## config.mk

```make
export PLATFORM = sky130hd
export DESIGN_NAME = frog_move_ctrl_flat
export DESIGN_NICKNAME = d
export VERILOG_FILES = /design/src/rtl/frog_move_ctrl_pkg.sv /design/src/rtl/frog_move_ctrl_if.sv /design/src/rtl/frog_move_ctrl_debounce.sv /design/src/rtl/frog_move_ctrl.sv /design/src/flat_wrapper.sv
export SDC_FILE = /design/constraint.sdc
export NUM_CORES = 1
export LEC_CHECK = 0
export ABC_AREA = 1
export BUFFER_PORTS_ARGS = -buffer_cell sky130_fd_sc_hd__buf_2
export CAP_MARGIN = 0
export CORE_ASPECT_RATIO = 0.75
export CORE_MARGIN = 2
export CORE_UTILIZATION = 40
export DETAILED_ROUTE_END_ITERATION = 10
export GPL_TIMING_DRIVEN = 1
export PLACE_DENSITY_LB_ADDON = 0.08
export SETUP_SLACK_MARGIN = 0.1
export SKIP_LAST_GASP = 1
export SLEW_MARGIN = 25
export SYNTH_ARGS = -nofsm -noshare
export SYNTH_HDL_FRONTEND = slang
export SYNTH_SLANG_ARGS = --single-unit
```

## constraint.sdc

```tcl
create_clock -name CLK -period 8.3 [get_ports CLK]
set_clock_uncertainty 0.1 [all_clocks]
set_input_delay 1.66 -clock CLK [delete_from_list [all_inputs] [get_ports CLK]]
set_output_delay 1.66 -clock CLK [all_outputs]
set_load 0.02 [all_outputs]
```

## src/rtl/frog_move_ctrl_pkg.sv

```systemverilog
// Shared definitions for the frog move controller: direction and FSM state
// encodings, default cycle counts and the press-arbitration helper.
package frog_move_ctrl_pkg;

  typedef enum logic [1:0] {
    DIR_UP    = 2'd0,
    DIR_DOWN  = 2'd1,
    DIR_LEFT  = 2'd2,
    DIR_RIGHT = 2'd3
  } dir_t;

  typedef enum logic [1:0] {
    IDLE     = 2'd0,
    VALID    = 2'd1,
    COOLDOWN = 2'd2,
    HOLD     = 2'd3
  } state_t;

  localparam int DEF_DEBOUNCE_CYCLES = 250000;
  localparam int DEF_COOLDOWN_CYCLES = 2500000;
  localparam int DEF_REPEAT_CYCLES   = 5000000;
  localparam int DEF_CNT_W           = 32;

  // Fixed priority UP > DOWN > LEFT > RIGHT; bit i of presses is switch i+1.
  // Only meaningful when at least one bit is set.
  function automatic logic [1:0] pick_dir(input logic [3:0] presses);
    if (presses[0])      pick_dir = DIR_UP;
    else if (presses[1]) pick_dir = DIR_DOWN;
    else if (presses[2]) pick_dir = DIR_LEFT;
    else                 pick_dir = DIR_RIGHT;
  endfunction

endpackage

```

## src/rtl/frog_move_ctrl_if.sv

```systemverilog
// Move-request channel between the input conditioner and the movement logic.
//
// Handshake: a move transfers on a clock edge where move_valid and move_ready
// are both 1. Once move_valid is raised, it and move_dir stay stable until
// that transfer (only reset may withdraw a pending request). move_ready may be
// tied high and may depend on nothing from this channel.
interface frog_move_ctrl_if;
  logic       move_valid;
  logic       move_ready;
  logic [1:0] move_dir;

  modport master (output move_valid, output move_dir, input move_ready);
  modport slave  (input move_valid, input move_dir, output move_ready);
endinterface

```

## src/rtl/frog_move_ctrl_debounce.sv

```systemverilog
// frog_debounce: one switch worth of 2-flop synchroniser, debounce counter and
// press strobe. The debounced level follows the synchronised level only after
// it has differed for DEBOUNCE_CYCLES consecutive cycles.
module frog_debounce #(
  parameter int DEBOUNCE_CYCLES = 250000,
  parameter int CNT_W           = 32
) (
  input  logic clk,
  input  logic rst,
  input  logic raw,
  output logic level,
  output logic press
);

  localparam logic [CNT_W-1:0] CNT_LAST = CNT_W'(DEBOUNCE_CYCLES - 1);

  logic             sync_a;
  logic             sync_b;
  logic             level_d;
  logic [CNT_W-1:0] cnt;

  // Synchronise, then count how long the synced level disagrees with the debounced one.
  always_ff @(posedge clk or posedge rst) begin
    if (rst) begin
      sync_a  <= 1'b0;
      sync_b  <= 1'b0;
      level   <= 1'b0;
      level_d <= 1'b0;
      cnt     <= '0;
    end else begin
      sync_a  <= raw;
      sync_b  <= sync_a;
      level_d <= level;
      if (sync_b == level) begin
        cnt <= '0;
      end else if (cnt == CNT_LAST) begin
        level <= sync_b;
        cnt   <= '0;
      end else begin
        cnt <= cnt + 1'b1;
      end
    end
  end

  assign press = level & ~level_d;

endmodule

```

## src/rtl/frog_move_ctrl.sv

```systemverilog
// frog_move_ctrl: conditions SW1..SW4 into one move request per press, with a
// post-move cooldown. Define FROG_AUTO_REPEAT_EN to re-issue the held
// direction every REPEAT_CYCLES while the switch stays pressed in HOLD.
module frog_move_ctrl #(
  parameter int DEBOUNCE_CYCLES = 250000,
  parameter int COOLDOWN_CYCLES = 2500000,
  parameter int REPEAT_CYCLES   = 5000000,
  parameter int CNT_W           = 32
) (
  input  logic              CLK,
  input  logic              RST,
  input  logic              SW1,
  input  logic              SW2,
  input  logic              SW3,
  input  logic              SW4,
  frog_move_ctrl_if.master  mv,
  output logic [3:0]        btn_level,
  output logic [1:0]        dbg_state
);
  import frog_move_ctrl_pkg::*;

  localparam logic [CNT_W-1:0] COOL_LAST = CNT_W'(COOLDOWN_CYCLES - 1);
`ifdef FROG_AUTO_REPEAT_EN
  localparam logic [CNT_W-1:0] RPT_LAST  = CNT_W'(REPEAT_CYCLES - 1);
`endif

  logic [3:0]       sw;
  logic [3:0]       press;
  logic [3:0]       hold_press;
  state_t           state;
  state_t           state_nx;
  logic [1:0]       dir_q;
  logic [1:0]       dir_nx;
  logic [CNT_W-1:0] cnt;
  logic [CNT_W-1:0] cnt_nx;

  assign sw = {SW4, SW3, SW2, SW1};

  for (genvar g = 0; g < 4; g++) begin : g_db
    frog_debounce #(
      .DEBOUNCE_CYCLES (DEBOUNCE_CYCLES),
      .CNT_W           (CNT_W)
    ) u_db (
      .clk   (CLK),
      .rst   (RST),
      .raw   (sw[g]),
      .level (btn_level[g]),
      .press (press[g])
    );
  end

  // In HOLD only presses on switches other than the latched one start a new move.
  assign hold_press = press & ~(4'd1 << dir_q);

  // State, latched direction and the shared cooldown/repeat counter.
  always_ff @(posedge CLK or posedge RST) begin
    if (RST) begin
      state <= IDLE;
      dir_q <= 2'd0;
      cnt   <= '0;
    end else begin
      state <= state_nx;
      dir_q <= dir_nx;
      cnt   <= cnt_nx;
    end
  end

  // Next-state logic; counters stop at their terminal value so they never wrap.
  always_comb begin
    state_nx = state;
    dir_nx   = dir_q;
    cnt_nx   = cnt;
    case (state)
      IDLE: begin
        if (|press) begin
          dir_nx   = pick_dir(press);
          state_nx = VALID;
        end
      end
      VALID: begin
        if (mv.move_ready) begin
          state_nx = COOLDOWN;
          cnt_nx   = '0;
        end
      end
      COOLDOWN: begin
        if (cnt == COOL_LAST) begin
          state_nx = HOLD;
          cnt_nx   = '0;
        end else begin
          cnt_nx = cnt + 1'b1;
        end
      end
      HOLD: begin
        if (|hold_press) begin
          dir_nx   = pick_dir(hold_press);
          state_nx = VALID;
        end else if (!btn_level[dir_q]) begin
          state_nx = IDLE;
        end
`ifdef FROG_AUTO_REPEAT_EN
        else if (cnt == RPT_LAST) begin
          state_nx = VALID;
          cnt_nx   = '0;
        end else begin
          cnt_nx = cnt + 1'b1;
        end
`endif
      end
      default: state_nx = IDLE;
    endcase
  end

  assign mv.move_valid = (state == VALID);
  assign mv.move_dir   = dir_q;
  assign dbg_state     = state;

endmodule

```

## src/flat_wrapper.sv

```systemverilog
// flat-port wrapper written by rule: the top's interface ports become plain ports
module frog_move_ctrl_flat import frog_move_ctrl_pkg::*;
#(
  parameter int DEBOUNCE_CYCLES = 250000,
  parameter int COOLDOWN_CYCLES = 2500000,
  parameter int REPEAT_CYCLES   = 5000000,
  parameter int CNT_W           = 32
)
  (CLK, RST, SW1, SW2, SW3, SW4, btn_level, dbg_state, mv_move_valid, mv_move_dir, mv_move_ready);
  frog_move_ctrl_if mv_i ();
  input  logic CLK;
  input  logic RST;
  input  logic SW1;
  input  logic SW2;
  input  logic SW3;
  input  logic SW4;
  output logic [3:0] btn_level;
  output logic [1:0] dbg_state;
  output wire logic [$bits(mv_i.move_valid)-1:0] mv_move_valid;
  output wire logic [$bits(mv_i.move_dir)-1:0] mv_move_dir;
  input wire logic [$bits(mv_i.move_ready)-1:0] mv_move_ready;
  assign mv_move_valid = mv_i.move_valid;
  assign mv_move_dir = mv_i.move_dir;
  assign mv_i.move_ready = mv_move_ready;
  frog_move_ctrl #(.DEBOUNCE_CYCLES(DEBOUNCE_CYCLES), .COOLDOWN_CYCLES(COOLDOWN_CYCLES), .REPEAT_CYCLES(REPEAT_CYCLES), .CNT_W(CNT_W)) u_core (.CLK(CLK), .RST(RST), .SW1(SW1), .SW2(SW2), .SW3(SW3), .SW4(SW4), .mv(mv_i), .btn_level(btn_level), .dbg_state(dbg_state));
endmodule
```

==> run_results.csv <==
group,metric,value,unit
run_status,status,"completed",
timing,hold_viol_final,0,
floorplanning,coreArea,27070,um2
synth,synth_edf_count,0,
clocking,clock-sinks,180,
timing,layout_min_cycle_time,3.108,ns
worst_setup_path,required,6.54,ns
layout,antenna_cells,0,
worst_setup_path,cp.arrival,1.35,ns
worst_setup_path,worstSetupEndpointType,"output pin",
floorplanning,rows,52,
timing,rsz0062_at_grt,"no",
power,powerDensity,148.3,nW/um2
worst_setup_path,crit_fanout,6,
timing,timing.final.crit_share,37.45,%
clocking,numCtsBuffers,17,
layout,final_core_util,44.52,%
floorplanning,dieArea,28930,um2
layout,most-common-layout-cells,"nand2_1, nor2_1, dfrtp_1, inv_1, nand3_1",
synth,synth_cells,1549,
detailed_routing,ant_nets,0,
worst_setup_path,critPathKind,"register to output pin",
synth,syn_nets,1565,
layout,register_area,4504,um2
timing,max_slew_margin,40.27,%
synth,synth_warnings,0,
timing,setup_tns,0,ns
timing,max_freq,321.7,MHz
floorplanning,initial_core_util,40.75,%
layout,multi_input_area,5758,um2
detailed_routing,vias_per_cell,4.971,
layout,area_growth,9.234,%
global_route,antenna_found_initial,0,
timing,worst_pin_slew,0.8959,ns
power,power.leakage,5.062,nW
global_route,overflow,0,
global_route,grt_max_degree,114,
synth,synthFlopType,"dfrtp_1",
detailed_routing,vias,9584,
clocking,post_cts.repair.setup_buffers,0,
min_path,hp-class,"register to register",
floorplanning,fp.dieW,195.8,um
detailed_routing,drc,0,
timing,drv_slew,0,
synth,ys_types,38,
synth,async_flop_share,100.0,%
layout,drive_gt1_share,10.34,%
global_route,grtUsageTotal,20.78,%
timing,setup_viol,0,
clocking,h-tree-depth,4,
synth,synth_area,11030,um2
synth,synth.avg_cell_area,7.121,um2
job,cap_violations,0,
clocking,cts.repair.resized,0,
placed_design,hpwl,21530,um
detailed_routing,drt_first_pass_iters,7,
layout,final_common_cell,"nand2_1",
detailed_routing,routedWlPerCell,14.90,um
placed_design,io_buffers,15,
global_route,grt_pass1_wl,47530,um
placed_design,place_congestion,0.9237,
layout,fillCellCount,2774,
clocking,hold_buffers,0,
synth,synth_sequential_area_ratio,40.83,%
layout,fin_nets,1582,
detailed_routing,wirelength,28720,um
timing,whs,0.2495,ns
detailed_routing,drt_iter0_markers,705,
power,max-vdd-ir-drop,0.0001400,V
clocking,worstSkewPairLatency,0.44,ns
clocking,clk_path_buf_depth,2,
floorplanning,die_h,147.8,um
synth,ys_ff_latch,180,
worst_setup_path,critPathLaunchType,"register",
floorplanning,io_pins,16,
clocking,path_clk_slew,0.07,ns
global_route,grt_pass1_vias,8883,
clocking,cts_root_buffer,"clkbuf_16",
clocking,cts_tree,"done",
path summary, 6_finish.rpt:
path                                       startpoint  slack (ns)                          end  cells after the start
setup / recovery                  u_core.dbg_state[1]        5.19                mv_move_valid                      3
hold reg to reg            u_core.g_db[0].u_db.sync_a        0.25   u_core.g_db[0].u_db.sync_b                      0
min in group asynchronous                         RST        1.27   u_core.g_db[0].u_db.cnt[3]                      2
hold / removal             u_core.g_db[0].u_db.sync_a        0.25   u_core.g_db[0].u_db.sync_b                      0
max in group asynchronous                         RST        5.35  u_core.g_db[1].u_db.cnt[19]                      3
setup reg to reg                  u_core.dbg_state[0]        5.50               u_core.cnt[12]                      8
cell type report:
type	count	area share, %
inverter	177	5.576
clock buffer	18	3.645
sequential	180	37.38
multi-input combinational	1174	47.79
clock inverter	12	1.277
tap	351	3.645
timing repair buffer	16	0.6854
through the flow:
step	setup slack [ns]	cell area (um2)	std cells	total power (W)
finish	5.192	12050	1928	0.001787
global route	5.041	12050	1928	0.001851
CTS	5.163	12050	1928	0.001815
detailed placement	4.788	11460	1898	0.0009525
global placement	4.785	11460	1898	0.0009526
floorplan	1.653	11030	1549	0.0009374
Yosys cell counts, types with 9 or more instances:
library cell  count  share of area (%)
nand2_1         402                 14
nor2_1          340                 12
dfrtp_1         180                 41
inv_1           164                5.6
nand3_1          82                3.7
nand4_1          59                3.3
xor2_1           52                4.1
nor3_1           43                2.0
nor2_2           31                1.8
nor3_2           25                2.3
o21ai_0          24                1.1
a21oi_1          21               0.95
nand2_2          20                1.1
inv_2            13               0.44
xnor2_1          12               0.95
a21o_1           10               0.68
ha_1              9                1.0
kinds of logic after synthesis:
| family | synth area share, % |
|---|---|
| adders and majority gates | 1.021 |
| and+or+nand+nor | 42.43 |
| buffers and inverters | 6.965 |
| DFF | 40.83 |
| xor gates and xnor gates | 5.524 |
| AOI/OAI and AO/OA | 3.221 |
critical path, cell delays in order (launching register included):
cell     delay [ns]
dfrtp_1        0.44
inv_1          0.09
ha_1           0.21
buf_2          0.17
routing by layer:
metal  wire (um)  track usage (%)
met1       15790            33.94
met2       11200            28.23
met3        1482            3.263
met4         252            4.432
met5           0                0
power by group:
group	switching, W	internal (W)	total, W
combinational	0.0000357	0.00000758	0.0000433
clock	0.000374	0.000480	0.000854
sequential	0.00000663	0.000883	0.000890
state kept, by name, summed over array words and instances (netlist names):
register	flops
u_core.g_db.u_db.cnt	128
u_core.cnt	32
u_core.g_db.u_db.level	4
u_core.g_db.u_db.level_d	4
u_core.g_db.u_db.sync_a	4
u_core.g_db.u_db.sync_b	4
u_core.dbg_state	2
u_core.mv.move_dir	2
(Power assumes the default switching activity.)
